==> src/rtl/pll_reset_seq.sv <==
// PLL reset / lock sequencer: pulses pll_areset, qualifies lock, then releases domain resets in order.
// Optional lock watchdog is built only when PLL_RST_SEQ_WDOG_EN is defined.
module pll_reset_seq #(
    parameter int AREST_CYCLES       = 8,
    parameter int LOCK_STABLE_CYCLES = 1024,
    parameter int STAGE_GAP_CYCLES   = 16,
    parameter int NUM_STAGES         = 3
`ifdef PLL_RST_SEQ_WDOG_EN
    ,
    parameter int LOCK_TIMEOUT       = 1048576
`endif
) (
    input  logic                  sys_clk,
    input  logic                  sys_rst_n,
    input  logic                  pll_locked,
    input  logic                  force_reset,
    output logic                  pll_areset,
    output logic [NUM_STAGES-1:0] rst_n_out,
    output logic                  ready,
    output logic [7:0]            relock_cnt,
    output logic [2:0]            dbg_state_o
);

    typedef enum logic [2:0] {
        S_PLL_RST   = 3'd0,
        S_WAIT_LOCK = 3'd1,
        S_STABLE    = 3'd2,
        S_RELEASE   = 3'd3,
        S_RUN       = 3'd4
    } state_e;

    // One shared counter serves the areset pulse, the lock qualification and the release ladder.
    localparam int REL_SPAN = NUM_STAGES * STAGE_GAP_CYCLES;
    localparam int CNT_MAX0 = (AREST_CYCLES > LOCK_STABLE_CYCLES) ? AREST_CYCLES : LOCK_STABLE_CYCLES;
    localparam int CNT_MAX  = (CNT_MAX0 > REL_SPAN) ? CNT_MAX0 : REL_SPAN;
    localparam int CNT_W    = $clog2(CNT_MAX + 1);

    state_e                  state_q, state_d;
    logic [CNT_W-1:0]        cnt_q, cnt_d, cnt_inc;
    logic                    areset_q, areset_d;
    logic [NUM_STAGES-1:0]   rst_q, rst_d;
    logic                    ready_q, ready_d;
    logic [7:0]              relock_q, relock_d;
    logic                    meta_q, lock_s_q;
    logic                    lock_loss;
    logic                    timeout;

`ifdef PLL_RST_SEQ_WDOG_EN
    localparam int WDOG_W = $clog2(LOCK_TIMEOUT + 1);
    logic [WDOG_W-1:0] wdog_q, wdog_d;
    logic              in_lock_wait;

    assign in_lock_wait = (state_q == S_WAIT_LOCK) || (state_q == S_STABLE);
    assign wdog_d       = in_lock_wait ? (wdog_q + WDOG_W'(1)) : '0;

    always_ff @(posedge sys_clk or negedge sys_rst_n) begin
        if (!sys_rst_n) wdog_q <= '0;
        else            wdog_q <= wdog_d;
    end
`endif

    assign cnt_inc = cnt_q + CNT_W'(1);

    always_ff @(posedge sys_clk or negedge sys_rst_n) begin
        if (!sys_rst_n) begin
            meta_q   <= 1'b0;
            lock_s_q <= 1'b0;
        end else begin
            meta_q   <= pll_locked;
            lock_s_q <= meta_q;
        end
    end

    always_ff @(posedge sys_clk or negedge sys_rst_n) begin
        if (!sys_rst_n) begin
            state_q  <= S_PLL_RST;
            cnt_q    <= '0;
            areset_q <= 1'b1;
            rst_q    <= '0;
            ready_q  <= 1'b0;
            relock_q <= 8'd0;
        end else begin
            state_q  <= state_d;
            cnt_q    <= cnt_d;
            areset_q <= areset_d;
            rst_q    <= rst_d;
            ready_q  <= ready_d;
            relock_q <= relock_d;
        end
    end

    always_comb begin
        state_d   = state_q;
        cnt_d     = cnt_q;
        areset_d  = areset_q;
        rst_d     = rst_q;
        ready_d   = ready_q;
        relock_d  = relock_q;
        lock_loss = 1'b0;
        timeout   = 1'b0;

        case (state_q)
            S_PLL_RST: begin
                areset_d = 1'b1;
                cnt_d    = cnt_inc;
                if (cnt_q == CNT_W'(AREST_CYCLES - 1)) begin
                    state_d  = S_WAIT_LOCK;
                    cnt_d    = '0;
                    areset_d = 1'b0;
                end
            end
            S_WAIT_LOCK: begin
                if (lock_s_q) begin
                    state_d = S_STABLE;
                    cnt_d   = '0;
                end
            end
            S_STABLE: begin
                if (!lock_s_q) begin
                    state_d = S_WAIT_LOCK;
                    cnt_d   = '0;
                end else if (cnt_inc == CNT_W'(LOCK_STABLE_CYCLES)) begin
                    state_d  = S_RELEASE;
                    cnt_d    = '0;
                    rst_d[0] = 1'b1;
                end else begin
                    cnt_d = cnt_inc;
                end
            end
            S_RELEASE: begin
                if (!lock_s_q) begin
                    lock_loss = 1'b1;
                end else begin
                    cnt_d = cnt_inc;
                    for (int k = 1; k < NUM_STAGES; k++) begin
                        if (cnt_inc == CNT_W'(k * STAGE_GAP_CYCLES)) rst_d[k] = 1'b1;
                    end
                    if (cnt_inc == CNT_W'(REL_SPAN)) begin
                        state_d = S_RUN;
                        cnt_d   = '0;
                        ready_d = 1'b1;
                    end
                end
            end
            S_RUN: begin
                if (!lock_s_q) lock_loss = 1'b1;
            end
            default: begin
                state_d = S_PLL_RST;
                cnt_d   = '0;
            end
        endcase

`ifdef PLL_RST_SEQ_WDOG_EN
        if (in_lock_wait && (state_d != S_RELEASE) && (wdog_q == WDOG_W'(LOCK_TIMEOUT - 1)))
            timeout = 1'b1;
`endif

        if (force_reset || lock_loss || timeout) begin
            state_d  = S_PLL_RST;
            cnt_d    = '0;
            areset_d = 1'b1;
            rst_d    = '0;
            ready_d  = 1'b0;
        end
        // A forced restart is not a lock-loss event, even when both coincide.
        if (lock_loss && !force_reset && (relock_q != 8'hFF))
            relock_d = relock_q + 8'd1;
    end

    assign pll_areset  = areset_q;
    assign rst_n_out   = rst_q;
    assign ready       = ready_q;
    assign relock_cnt  = relock_q;
    assign dbg_state_o = state_q;

endmodule

==> config.mk <==
export PLATFORM = sky130hd
export DESIGN_NAME = pll_reset_seq
export DESIGN_NICKNAME = d
export VERILOG_FILES = /design/src/rtl/pll_reset_seq.sv
export SDC_FILE = /design/constraint.sdc
export NUM_CORES = 1
export LEC_CHECK = 0
export ABC_CLOCK_PERIOD_IN_PS = 3100
export BUFFER_PORTS_ARGS = -buffer_cell sky130_fd_sc_hd__buf_2
export CAP_MARGIN = 20
export CORE_MARGIN = 2
export CORE_UTILIZATION = 51
export CTS_CLUSTER_SIZE = 12
export DETAILED_ROUTE_END_ITERATION = 10
export PLACE_DENSITY = 0.71
export SLEW_MARGIN = 20
export SYNTH_ARGS = -nofsm -noshare
export SYNTH_HDL_FRONTEND = slang
export SYNTH_SLANG_ARGS = --single-unit
==> constraint.sdc <==
create_clock -name sys_clk -period 3.1 [get_ports sys_clk]
set_input_delay 0.31 -clock sys_clk [delete_from_list [all_inputs] [get_ports sys_clk]]
set_output_delay 0.31 -clock sys_clk [all_outputs]
set_load 0.01 [all_outputs]
==> parameters.txt <==
Parameter                              Value

Job
  Max-capacitance violation count    0

CTS
  Inserted Clock Buffers    5
  CTS resizes    0
  CTS hold repair buffers    0
  H-tree levels    2
  Clock tree from TritonCTS    yes
  Post-CTS Setup Bufs    0
  Clock latency on the worst-skew pair    0.33 ns
  Clock tree sinks    29
  Max Buffers Root-to-Sink    2
  Root buf cell    clkbuf_4
  Clock-pin slew on the worst setup and hold paths    0.09 ns

STA
  Period minus WS final    2.73 ns
  Maximum clock skew at final layout    0.00668 ns
  Final hold slack    -0.0179 ns
  Worst Max-Slew Pin Slew    0.684 ns
  Hold violation total from the final report    15
  Max-slew violation total from the final report    0
  Setup repair after global routing missed its margin    false
  Total negative setup slack    0 ns
  Count of final setup violators    0
  Relative slew slack    54.2%
  Maximum frequency from static timing analysis    367 MHz
  Final Cycle Share    87.9%

Synth
  Synth top area cells    dfrtp_1 41%, xnor2_1 3.6%, nor2_1 3.5%, nand2_1 3.3%, a221o_1 2.9%
  Synth area leader    dfrtp_1
  Share of synthesized area occupied by flip-flops and latches    42.7%
  Post-synth ARST share    100%
  Number of instances in the synthesized netlist    176
  Count leader, synth    dfrtp_1
  Syn nets    182
  Number of register bits inferred by synthesis    29
  Post-Synthesis Mean Instance Area    9.67 µm²
  Synth Warn #    0
  Most common library cells after synthesis    28 x dfrtp_1, 16 x nor2_1, 15 x nand2_1
  Netlist Area Pre-Place    1700 µm²
  Distinct cells, synth    54
  Fraction of post-synthesis cell area in the top cell type by area    41.2%
  EDFF count, synth    0
  Predominant post-synthesis flop cell    dfrtp_1

Finish
  Fraction of layout cells with a size suffix above 1    23.5%
  Count of inserted antenna diode cells    0
  Fin util    60.2%
  Area growth from synthesis to final layout    9.85%
  Final nets    201

Route
  DRT antenna net count    0
  Post-DR wirelength/cell    15.4 µm
  Vias    1426
  Drt pass-1 iters    4
  Total DRC errors in the routed layout    0
  Total Routed Length    3.70 mm
  Via/cell ratio    5.94
  Iteration-0 DRC count of the detailed router    103

Worst setup path
  Critical path data required time    3.32 ns
  Kind of end point of the critical path    register
  Crit Path Class    register to register
  Data arrival time of the worst path    2.95 ns
  R2r setup slk    0.37 ns
  Category of the worst setup path launch point    register
  Worst reg-to-reg path cell count    8
  Maximum fanout count along the critical path    10

Global routing
  Final global-route overflow total    0
  Global routing usage summed across all routing layers    22.4%
  Wire length of the first global-routing pass    6.17 mm
  Maximum number of pins on one net before global-route repair    30
  Number of antenna violations at the first check in global routing    0
  Via count of the first global-routing pass    1351

Die
  Die Area    3810 µm²
  FP Rows    20
  Initial Utilization    54.8%
  Ports placed on the boundary    20
  Die height    61.8 µm
  Core Footprint    3100 µm²
  Die span in x    61.8 µm

Pwr
  Leak Pwr    0.814 nW
  Power, Total    0.675 mW
  Worst-case vdd ir drop    263 µV
  Power Density    361 nW/µm²

Hold path
  Hold Path Class    input pin to async pin

Outcome
  Outcome    complete, but fails checks
  Violations in the final reports    hold timing

Place
  DP Wirelength    2.64 mm
  Buffers on Ports    19
  Routability congestion estimate from global placement    0.897
flip-flops by register name, summed over array words and instances, names as in the netlist:
signal       cells
relock_cnt       8
dbg_state_o      3
lock_s_q         1
ready            1
pll_areset       1
rst_n_out        3
cnt_q           11
meta_q           1
power by group:
group	switching, mW	total, mW	internal [mW]
Clock	0.128	0.215	0.0861
Combinational	0.0354	0.0580	0.0226
Sequential	0.0142	0.402	0.388
stage by stage:
step	setup WS [ns]	std cells	instance area (µm²)	hold slack, ns
after floorplan	0.710	176	1700	0.0144
after global placement	0.537	232	1820	0.340
after detailed placement	0.405	232	1820	0.344
after CTS	0.386	240	1870	0.00107
after global routing	0.177	240	1870	0.0296
final	0.375	240	1870	-0.0179
cell families (layout without fill, tap and decap cells):
| family | after synthesis | in the layout | synth area share [%] |
|---|---|---|---|
| xor gates and xnor gates | 12 | 12 | 6.62 |
| buffers and inverters | 12 | 32 | 3.31 |
| and+or+nand+nor | 76 | 76 | 24.0 |
| muxes | 2 | 2 | 1.32 |
| AOI/OAI and AO/OA | 43 | 43 | 20.5 |
| DFF | 29 | 29 | 42.7 |
| adders and majority gates | 2 | 2 | 1.47 |
cells in the final DEF, fill, tap and decap left out, types with 2 or more instances in the layout:
cell type	Yosys	final
dfrtp_1	28	28
buf_2	3	19
nor2_1	16	16
nand2_1	15	15
nand3_1	9	9
a21oi_1	9	9
nand4_1	7	7
xnor2_1	7	7
nor3_1	5	5
a221o_1	5	5
o21ai_0	5	5
clkbuf_4	0	5
xor2_1	4	4
inv_1	4	4
nor4_1	3	3
o21ai_2	3	3
a31oi_1	3	3
nand3b_1	3	3
and2_1	2	2
nand3_2	2	2
and3_1	2	2
a22o_1	2	2
mux2_2	2	2
o31ai_1	2	2
ha_1	2	2
clkinv_2	0	2
final cells by class:
type | count | area [µm²]
tap | 44 | 55.1
timing repair buffer | 20 | 103
multi-input combinational | 135 | 918
inverter | 4 | 15.0
clock inverter | 2 | 10.0
clock buffer | 6 | 41.3
fill | 272 | 1230
sequential | 29 | 727
routing by layer:
layer	routed length, µm	vias up	track usage [%]
met1	1670	685	29.4
met4	53	0	10.3
met3	215	6	6.21
li1	-	689	-
met5	0	-	0
met2	1760	46	34.6
worst max-delay path: stages, from the launching register on:
cell      delay (ns)
dfrtp_1         0.41
ha_1            0.31
nand3_2         0.17
nor3_2          0.28
xor2_2          0.33
nand3_1         0.18
o21ai_2         0.42
a21boi_4        0.16
a221o_1         0.34
worst paths after layout:
path	start	endpoint
min in group sys_clk	pll_locked	meta_q$_DFF_PN0_
max in group asynchronous	sys_rst_n	dbg_state_o[0]$_DFFE_PN0P_
worst max-delay path	cnt_q[0]$_DFFE_PN0P_	cnt_q[4]$_DFFE_PN0P_
worst min-delay path	sys_rst_n	cnt_q[1]$_DFFE_PN0P_
worst min register to register	meta_q$_DFF_PN0_	lock_s_q$_DFF_PN0_
worst max register to register	cnt_q[0]$_DFFE_PN0P_	cnt_q[4]$_DFFE_PN0P_
Note: power is estimated with default switching activity, not from simulation.
